<file path="config.mk">
export PLATFORM = sky130hd
export DESIGN_NAME = bcd_tick_timer
export DESIGN_NICKNAME = d
export VERILOG_FILES = /design/src/rtl/bcd_tick_timer.sv
export SDC_FILE = /design/constraint.sdc
export NUM_CORES = 1
export LEC_CHECK = 0
export ABC_AREA = 1
export CORE_ASPECT_RATIO = 1.1
export CORE_MARGIN = 4
export CORE_UTILIZATION = 45
export DETAILED_ROUTE_END_ITERATION = 8
export PLACE_DENSITY = 0.87
export SLEW_MARGIN = 20
export SYNTH_ARGS = -nofsm -noshare
export SYNTH_HDL_FRONTEND = slang
export SYNTH_SLANG_ARGS = --single-unit
</file>
<file path="constraint.sdc">
create_clock -name clk_50mhz -period 1.5 [get_ports clk_50mhz]
set_input_delay 0.3 -clock clk_50mhz [delete_from_list [all_inputs] [get_ports clk_50mhz]]
set_output_delay 0.3 -clock clk_50mhz [all_outputs]
set_load 0.05 [all_outputs]
</file>
<file path="src/rtl/bcd_tick_timer.sv">
// MM:SS BCD stopwatch advanced by rising edges of an external divided square wave.
// All logic runs on clk_50mhz; tick_in and start_stop are synchronised and edge-detected.
module bcd_tick_timer #(
    parameter int MAX_MIN        = 59,
    parameter bit SEG_ACTIVE_LOW = 1'b1
) (
    input  logic       clk_50mhz,
    input  logic       rst,
    input  logic       tick_in,
    input  logic       start_stop,
    input  logic       clear,
    input  logic       dir,
    output logic [3:0] sec_ones,
    output logic [3:0] sec_tens,
    output logic [3:0] min_ones,
    output logic [3:0] min_tens,
    output logic [6:0] hex0,
    output logic [6:0] hex1,
    output logic [6:0] hex2,
    output logic [6:0] hex3,
    output logic       running,
    output logic       wrap_pulse
);
    localparam logic [3:0] MAX_T   = 4'(MAX_MIN / 10);
    localparam logic [3:0] MAX_O   = 4'(MAX_MIN % 10);
    localparam logic [6:0] SEG_INV = SEG_ACTIVE_LOW ? 7'h00 : 7'h7f;

    typedef enum logic {STOPPED = 1'b0, RUN = 1'b1} state_t;

    state_t     state_q, state_d;
    logic [2:0] tick_sync, ss_sync;
    logic       tick_rise, ss_rise, count_en, wrap_d;
    logic [3:0] n_so, n_st, n_mo, n_mt;

    always_ff @(posedge clk_50mhz or negedge rst) begin
        if (!rst) begin
            tick_sync <= 3'b000;
            ss_sync   <= 3'b000;
        end else begin
            tick_sync <= {tick_sync[1:0], tick_in};
            ss_sync   <= {ss_sync[1:0], start_stop};
        end
    end

    assign tick_rise = tick_sync[1] & ~tick_sync[2];
    assign ss_rise   = ss_sync[1] & ~ss_sync[2];
    // Tick is qualified by the pre-toggle state, so a coincident ss_rise does not affect it.
    assign count_en  = (state_q == RUN) && tick_rise && !clear;

    always_ff @(posedge clk_50mhz or negedge rst) begin
        if (!rst) state_q <= STOPPED;
        else      state_q <= state_d;
    end

    always_comb begin
        state_d = state_q;
        if (clear)        state_d = STOPPED;
        else if (ss_rise) state_d = (state_q == RUN) ? STOPPED : RUN;
    end

    assign running = (state_q == RUN);

    always_comb begin
        n_so   = sec_ones;
        n_st   = sec_tens;
        n_mo   = min_ones;
        n_mt   = min_tens;
        wrap_d = 1'b0;
        if (!dir) begin
            if (sec_ones != 4'd9) n_so = sec_ones + 4'd1;
            else begin
                n_so = 4'd0;
                if (sec_tens != 4'd5) n_st = sec_tens + 4'd1;
                else begin
                    n_st = 4'd0;
                    if (min_tens == MAX_T && min_ones == MAX_O) begin
                        n_mo   = 4'd0;
                        n_mt   = 4'd0;
                        wrap_d = 1'b1;
                    end else if (min_ones != 4'd9) n_mo = min_ones + 4'd1;
                    else begin
                        n_mo = 4'd0;
                        n_mt = min_tens + 4'd1;
                    end
                end
            end
        end else begin
            if (sec_ones != 4'd0) n_so = sec_ones - 4'd1;
            else begin
                n_so = 4'd9;
                if (sec_tens != 4'd0) n_st = sec_tens - 4'd1;
                else begin
                    n_st = 4'd5;
                    if (min_tens == 4'd0 && min_ones == 4'd0) begin
                        n_mo   = MAX_O;
                        n_mt   = MAX_T;
                        wrap_d = 1'b1;
                    end else if (min_ones != 4'd0) n_mo = min_ones - 4'd1;
                    else begin
                        n_mo = 4'd9;
                        n_mt = min_tens - 4'd1;
                    end
                end
            end
        end
    end

    always_ff @(posedge clk_50mhz or negedge rst) begin
        if (!rst) begin
            sec_ones   <= 4'd0;
            sec_tens   <= 4'd0;
            min_ones   <= 4'd0;
            min_tens   <= 4'd0;
            wrap_pulse <= 1'b0;
        end else if (clear) begin
            sec_ones   <= 4'd0;
            sec_tens   <= 4'd0;
            min_ones   <= 4'd0;
            min_tens   <= 4'd0;
            wrap_pulse <= 1'b0;
        end else begin
            wrap_pulse <= count_en & wrap_d;
            if (count_en) begin
                sec_ones <= n_so;
                sec_tens <= n_st;
                min_ones <= n_mo;
                min_tens <= n_mt;
            end
        end
    end

    // Active-low table; out-of-range digits blank the display.
    function automatic logic [6:0] seg7(input logic [3:0] d);
        logic [6:0] s;
        case (d)
            4'd0:    s = 7'b1000000;
            4'd1:    s = 7'b1111001;
            4'd2:    s = 7'b0100100;
            4'd3:    s = 7'b0110000;
            4'd4:    s = 7'b0011001;
            4'd5:    s = 7'b0010010;
            4'd6:    s = 7'b0000010;
            4'd7:    s = 7'b1111000;
            4'd8:    s = 7'b0000000;
            4'd9:    s = 7'b0010000;
            default: s = 7'b1111111;
        endcase
        return s ^ SEG_INV;
    endfunction

    assign hex0 = seg7(sec_ones);
    assign hex1 = seg7(sec_tens);
    assign hex2 = seg7(min_ones);
    assign hex3 = seg7(min_tens);
endmodule

</file>
==> out/qor.yml, run 1 <==
synth_cells: 314
cts_resized: 86
ys_async_sr_fraction_pct: 100
yosys.cell_types.count: 30
htreeDepth: 1
hold_buffers: 0
synth_top_area_share_pct: 28.0
status: "aborted with a tool error"
place_hpwl_mm: 6.16
postSynthAreaPerCell_um2: 6.82
portBuffers: 51
start_util_pct: 46.4
placedInstanceArea_um2: 4020
synth_area_um2: 2140
synth_ff_type: "dfrtp_1"
cts_made_buffers: 3
yosys_warnings: 0
rows: 26
dp.cells: 472
synth.net_count: 340
synth_area_leaders: "dfrtp_1, nand2_1, ha_1"
synth_most_common_cell: "nand2_1"
clkSinkCount: 24
gp_congestion: 0.887
synth_edf_count: 0
ys_top_cells_by_count: "nand2_1, inv_1, o21ai_0, nor2_1"
die_h_um: 80.4
pin_count: 52
ys_seq_elements: 24
lastStage: "4_1_cts"
yosysSeqAreaShare_pct: 28.0
die_x_um: 73.8
firstError: "[ERROR DPL-0038] Utilization greater than 100%, impossible to legalize"
cts_setup_buffers: 29
root_buffer: "clkbuf_8"
yosysTopAreaCell: "dfrtp_1"
clk_path_buf_depth: 2
-- cell families after synthesis --
family                     count (synthesis)  synth area share [%]
xor gates and xnor gates                   4                  1.64
buffers and inverters                     46                  8.82
AOI/OAI and AO/OA                         60                  15.4
DFF                                       24                  28.0
adders and majority gates                 20                  11.7
and+or+nand+nor                          160                  34.4
-- through the flow --
stage          setup slack [ps]  util [%]
2_1_floorplan              -483         -
3_3_place_gp               -259      87.0
3_5_place_dp               -358      87.0
==> run 2, diff against run 1 <==
--- a/config.mk
+++ b/config.mk
@@ -6,11 +6,10 @@
 export NUM_CORES = 1
 export LEC_CHECK = 0
 export ABC_AREA = 1
-export CORE_ASPECT_RATIO = 1.1
 export CORE_MARGIN = 4
-export CORE_UTILIZATION = 45
+export CORE_UTILIZATION = 30
 export DETAILED_ROUTE_END_ITERATION = 8
-export PLACE_DENSITY = 0.87
+export PLACE_DENSITY_LB_ADDON = 0.15
 export SLEW_MARGIN = 20
 export SYNTH_ARGS = -nofsm -noshare
 export SYNTH_HDL_FRONTEND = slang
==> constraint.sdc (replaced) <==
create_clock -name clk_50mhz -period 1.95 [get_ports clk_50mhz]
set_input_delay 0.39 -clock clk_50mhz [delete_from_list [all_inputs] [get_ports clk_50mhz]]
set_output_delay 0.39 -clock clk_50mhz [all_outputs]
set_load 0.05 [all_outputs]
==> run 2 against run 1 <==
Net effect: the flow now finishes without violations; synthesized cell count is the same; synthesized area is the same.
==> out/qor.yml, run 2 <==
finalSetupViolCount: 0
yosysTopAreaCell: "dfrtp_1"  # unchanged
synth_ff_type: "dfrtp_1"  # unchanged
synth.net_count: 340  # unchanged
critical_path_class: "reg -> out"
cts_made_buffers: 3  # unchanged
ys_seq_elements: 24  # unchanged
placedInstanceArea_um2: 3090  # was 4020 µm²
htreeDepth: 1  # unchanged
pin_count: 52  # unchanged
min_period_ps: 1920
multi_input_area_um2: 1570
nets: 426
hold_path.startpoint: "ss_sync[0]"
start_util_pct: 31.2  # was 46.4%
drt-initial-drc-count: 89
endpoint_kind: "output port"
drt-vias-per-instance: 4.65
max-slew-margin-rel_pct: 66.7
synth_edf_count: 0  # unchanged
period_share_pct: 98.5
synth_area_leaders: "dfrtp_1, nand2_1, ha_1"  # unchanged
fin_setup_tns_ps: 0
drive_above_1_share_pct: 42.6
rows: 30  # was 26
antenna_found_initial: 0
grt.overflow.total: 0
r2r_start: "sec_ones[1]"
final_common_cell: "nand2_1"
tightest_slew_ps: 499
postSynthAreaPerCell_um2: 6.82  # unchanged
ys_async_sr_fraction_pct: 100  # unchanged
synth_area_um2: 2140  # unchanged
layout_common_cells: "nand2_1, buf_4, nor2_1"
status: "finished, final reports clean"  # was aborted with a tool error
clk_pin_slew_worst_paths_ps: 80
cts_tree: "done"
die_x_um: 92.5  # was 73.8 µm
worst_ep_required_time_ps: 1560
crit_start: "min_tens[0]"
start_kind: "register"
fill_cells: 667
grt_pass1_vias: 2146
crit_path_max_fanout: 5
die-area_um2: 8560
hold_violations: 0
gr-usage-all-layers_pct: 13.8
place_hpwl_mm: 4.65  # was 6.16 mm
stdcell_area_um2: 3490
grt_pass1_wl_mm: 9.93
root_buffer: "clkbuf_8"  # unchanged
rsz0062_at_grt: "yes"
clk_path_buf_depth: 2  # unchanged
maxCapViolCount: 0
drc: 0
regArea_um2: 621
synth_cells: 314  # unchanged
grt_max_degree: 25
dr.pass1.iters: 4
skew_ps: 5.66
synth_most_common_cell: "nand2_1"  # unchanged
max_freq_ghz: 0.521
drv_slew: 0
totalWireLength_mm: 6.16
synth_top_area_share_pct: 28.0  # unchanged
detail-route-antenna-nets: 0
num_vias: 2301
clock_latency_ps: 270
die_h_um: 92.5  # was 80.4 µm
area_growth_syn_to_layout_pct: 62.9
route.detailed.wl_per_inst_um: 12.4
clkSinkCount: 24  # unchanged
yosysSeqAreaShare_pct: 28.0  # unchanged
gp_congestion: 0.822  # was 0.887
ys_top_cells_by_count: "nand2_1, inv_1, o21ai_0, nor2_1"  # unchanged
core_area_um2: 6870
yosys_warnings: 0  # unchanged
antennaDiodeCount: 0
min_path_type: "reg -> reg"
yosys.cell_types.count: 30  # unchanged
hold_buffers: 0  # unchanged
portBuffers: 51  # unchanged
cp_data_arrival_time_ps: 1530
## run 2: per-layer routing
| metal | wire [µm] | track usage, % | vias up |
|---|---|---|---|
| li1 | - | - | 1198 |
| met2 | 3010 | 23.1 | 36 |
| met1 | 2880 | 19.2 | 1063 |
| met3 | 244 | 2.68 | 4 |
| met4 | 27 | 1.11 | 0 |
| met5 | 0 | 0 | - |
## run 2: final cells by class
class	instances	share of cell area (%)
clock buffers	3	1.18
clock inverters	1	0.861
inverters	41	4.70
multi-input cells	244	45.1
flip-flops and latches	24	17.8
well taps	96	3.44
repair buffers	86	26.9
## run 2: cells by family after synthesis
logic type                 share of synthesized area, %
AOI/OAI and AO/OA                                  15.4
xor gates and xnor gates                           1.64
and+or+nand+nor                                    34.4
DFF                                                28.0
buffers and inverters                              8.82
adders and majority gates                          11.7
## run 2: critical path: stages (launching register included)
cell,delay (ps)
dfrtp_2,460
buf_4,150
ha_1,210
nand2_1,110
o211ai_1,150
buf_12,190
## run 2: path summary, 6_finish.rpt
path                            slack (ps)          end  cells past startpoint
worst max-delay path                    30      hex3[5]                      5
worst min-delay path                   360   ss_sync[1]                      0
worst max register to register         270  min_tens[3]                      9
worst min register to register         360   ss_sync[1]                      0
max in group asynchronous             1220  min_tens[0]                      2
min in group asynchronous              470      running                      2
## run 2: what timing repair did
item / in CTS / in global routing
setup endpoints to repair: 18 / 18
setup buffers: 9 / 17
pin swaps: 0 / 7
resized for setup: 12 / 28
endpoints found under the hold margin: 0 / 0
## run 2: stage by stage
step                      util (%)  instances  setup WS [ps]  hold slack, ps
final                         50.8        495           29.2             355
after global routing          50.8        495          -35.1             375
after CTS                     47.5        478           3.55             361
after detailed placement      45.0        465           52.8             340
after global placement        45.0        465           94.6             335
after floorplan                  -        314           -140            94.4
Power of run 2 is not shown: default switching activity piles up to over one toggle a cycle in this logic, so the estimate is an artifact.
==> run 3, diff against run 2 <==
--- a/config.mk
+++ b/config.mk
@@ -10,6 +10,7 @@
 export CORE_UTILIZATION = 30
 export DETAILED_ROUTE_END_ITERATION = 8
 export PLACE_DENSITY_LB_ADDON = 0.15
+export REMOVE_ABC_BUFFERS = 1
 export SLEW_MARGIN = 20
 export SYNTH_ARGS = -nofsm -noshare
 export SYNTH_HDL_FRONTEND = slang
==> run 3 against run 2 <==
Net effect: fmax is 0.83% lower; die area did not move; final area up 0.68%; routed wire length is 1.2% higher; hold slack is essentially flat; worst setup slack got worse by 16 ps; critical path type unchanged; largest cell class unchanged.
==> out/qor.yml, run 3 (synthesis results as in run 2) <==
status: "finished, final reports clean"  # unchanged
area_growth_syn_to_layout_pct: 64.0  # was 62.9%
dr.pass1.iters: 4  # unchanged
route.detailed.wl_per_inst_um: 12.5  # was 12.4 µm
cts_made_buffers: 3  # unchanged
maxCapViolCount: 0  # unchanged
pin_count: 52  # unchanged
drc: 0  # unchanged
drive_above_1_share_pct: 39.2  # was 42.6%
clock_latency_ps: 270  # about the same
grt.overflow.total: 0  # unchanged
min_period_ps: 1940  # was 1920 ps
tightest_slew_ps: 491  # was 499 ps
detail-route-antenna-nets: 0  # unchanged
final_common_cell: "nand2_1"  # unchanged
drt-vias-per-instance: 4.67  # was 4.65
hold_violations: 0  # unchanged
clk_pin_slew_worst_paths_ps: 100  # was 80 ps
nets: 430  # was 426
rsz0062_at_grt: "yes"  # unchanged
clkSinkCount: 24  # unchanged
cp_data_arrival_time_ps: 1550  # was 1530 ps
totalWireLength_mm: 6.24  # was 6.16 mm
grtUsageMet2_pct: 23.7  # was 23.1%
max_freq_ghz: 0.516  # was 0.521 GHz
layout_common_cells: "nand2_1, buf_4, nor2_1"  # unchanged
skew_ps: 5.21  # was 5.66 ps
cts_tree: "done"  # unchanged
drv_slew: 0  # unchanged
die_x_um: 92.5  # unchanged
min_path_type: "reg -> reg"  # unchanged
worst_ep_required_time_ps: 1560  # about the same
gp_congestion: 0.817  # was 0.822
crit_path_max_fanout: 6  # was 5
fill_cells: 688  # was 667
max-slew-margin-rel_pct: 67.1  # was 66.7%
start_util_pct: 31.2  # unchanged
die_h_um: 92.5  # unchanged
grt_pass1_wl_mm: 10.5  # was 9.93 mm
clk_path_buf_depth: 2  # unchanged
grt_max_degree: 25  # unchanged
period_share_pct: 99.3  # was 98.5%
grt_util_met3_pct: 3.01  # was 2.68%
endpoint_kind: "output port"  # unchanged
rows: 30  # unchanged
drt-initial-drc-count: 87  # was 89
grt_most_used_layer: "met2"  # unchanged
finalSetupViolCount: 0  # unchanged
critical_path_class: "reg -> out"  # unchanged
start_kind: "register"  # unchanged
gr-usage-all-layers_pct: 14.6  # was 13.8%
portBuffers: 51  # unchanged
grt_use_met1_pct: 20.5  # was 19.2%
die-area_um2: 8560  # unchanged
num_vias: 2332  # was 2301
antenna_found_initial: 0  # unchanged
hold_buffers: 0  # unchanged
finalNonFillerCells: 499  # was 495
htreeDepth: 1  # unchanged
antennaDiodeCount: 0  # unchanged
dp.cells: 485  # was 465
place_hpwl_mm: 4.77  # was 4.65 mm
root_buffer: "clkbuf_8"  # unchanged
core_area_um2: 6870  # unchanged
grt_pass1_vias: 2277  # was 2146
## run 3: changes by cell type in the layout (fill, tap and decap cells not counted), sizes merged
cell	change
clkbuf	+3
buf	+2
bufbuf	-1
clkinv	-1
inv	+1
## run 3: area by class of cell
class | count | area [µm²] | area share [%]
Multi-Input combinational cell | 244 | 1530 | 43.5
Timing Repair Buffer | 90 | 1020 | 29.1
Sequential cell | 24 | 608 | 17.3
Inverter | 41 | 160 | 4.56
Tap cell | 96 | 120 | 3.42
Clock buffer | 3 | 41.3 | 1.18
Clock inverter | 1 | 30.0 | 0.855
## run 3: what timing repair did
action / 4_1_cts / 5_1_grt
resized for setup: 36 / 50
hold endpoints to repair: 0 / 0
buffers inserted: 6 / 4
pin swaps: 5 / 12
endpoints found under the setup margin: 12 / 21
gates cloned: 0 / 0
## run 3: worst paths after layout
check / slack, ps / depth (start not counted) / start / to
setup reg to reg: 320 / 8 / sec_ones[0] / min_ones[2]
hold reg to reg: 350 / 0 / ss_sync[0] / ss_sync[1]
hold / removal: 350 / 0 / ss_sync[0] / ss_sync[1]
min in group asynchronous: 480 / 2 / rst / sec_tens[1]
setup / recovery: 10 / 6 / min_ones[0] / hex2[3]
max in group asynchronous: 1200 / 2 / rst / sec_tens[3]
## run 3: through the flow
step           hold WS [ps]  utilization [%]  setup TNS (ps)  instance area, µm²  setup slack, ps
3_5_place_dp            335             45.6               0                3130             27.8
5_1_grt                 376             51.1            -150                3510            -53.4
4_1_cts                 357             48.6           -96.5                3340            -42.0
3_3_place_gp            337             45.6               0                3130             41.5
6_report                355             51.1               0                3510             13.2
2_1_floorplan          94.4                -          -12070                2110            -1480
## run 3: layer usage
metal	up-vias	wire, µm
li1	1200	-
met3	4	352
met4	0	42
met1	1064	2960
met5	-	0
met2	64	2880
## run 3: worst max-delay path: stages (launching register included)
cell and delay (ps):
dfrtp_1 410, buf_6 150, ha_2 190, o21ai_2 180, o21ai_2 70, buf_4 140, buf_12 140
Power of run 3 is left out for the same reason.
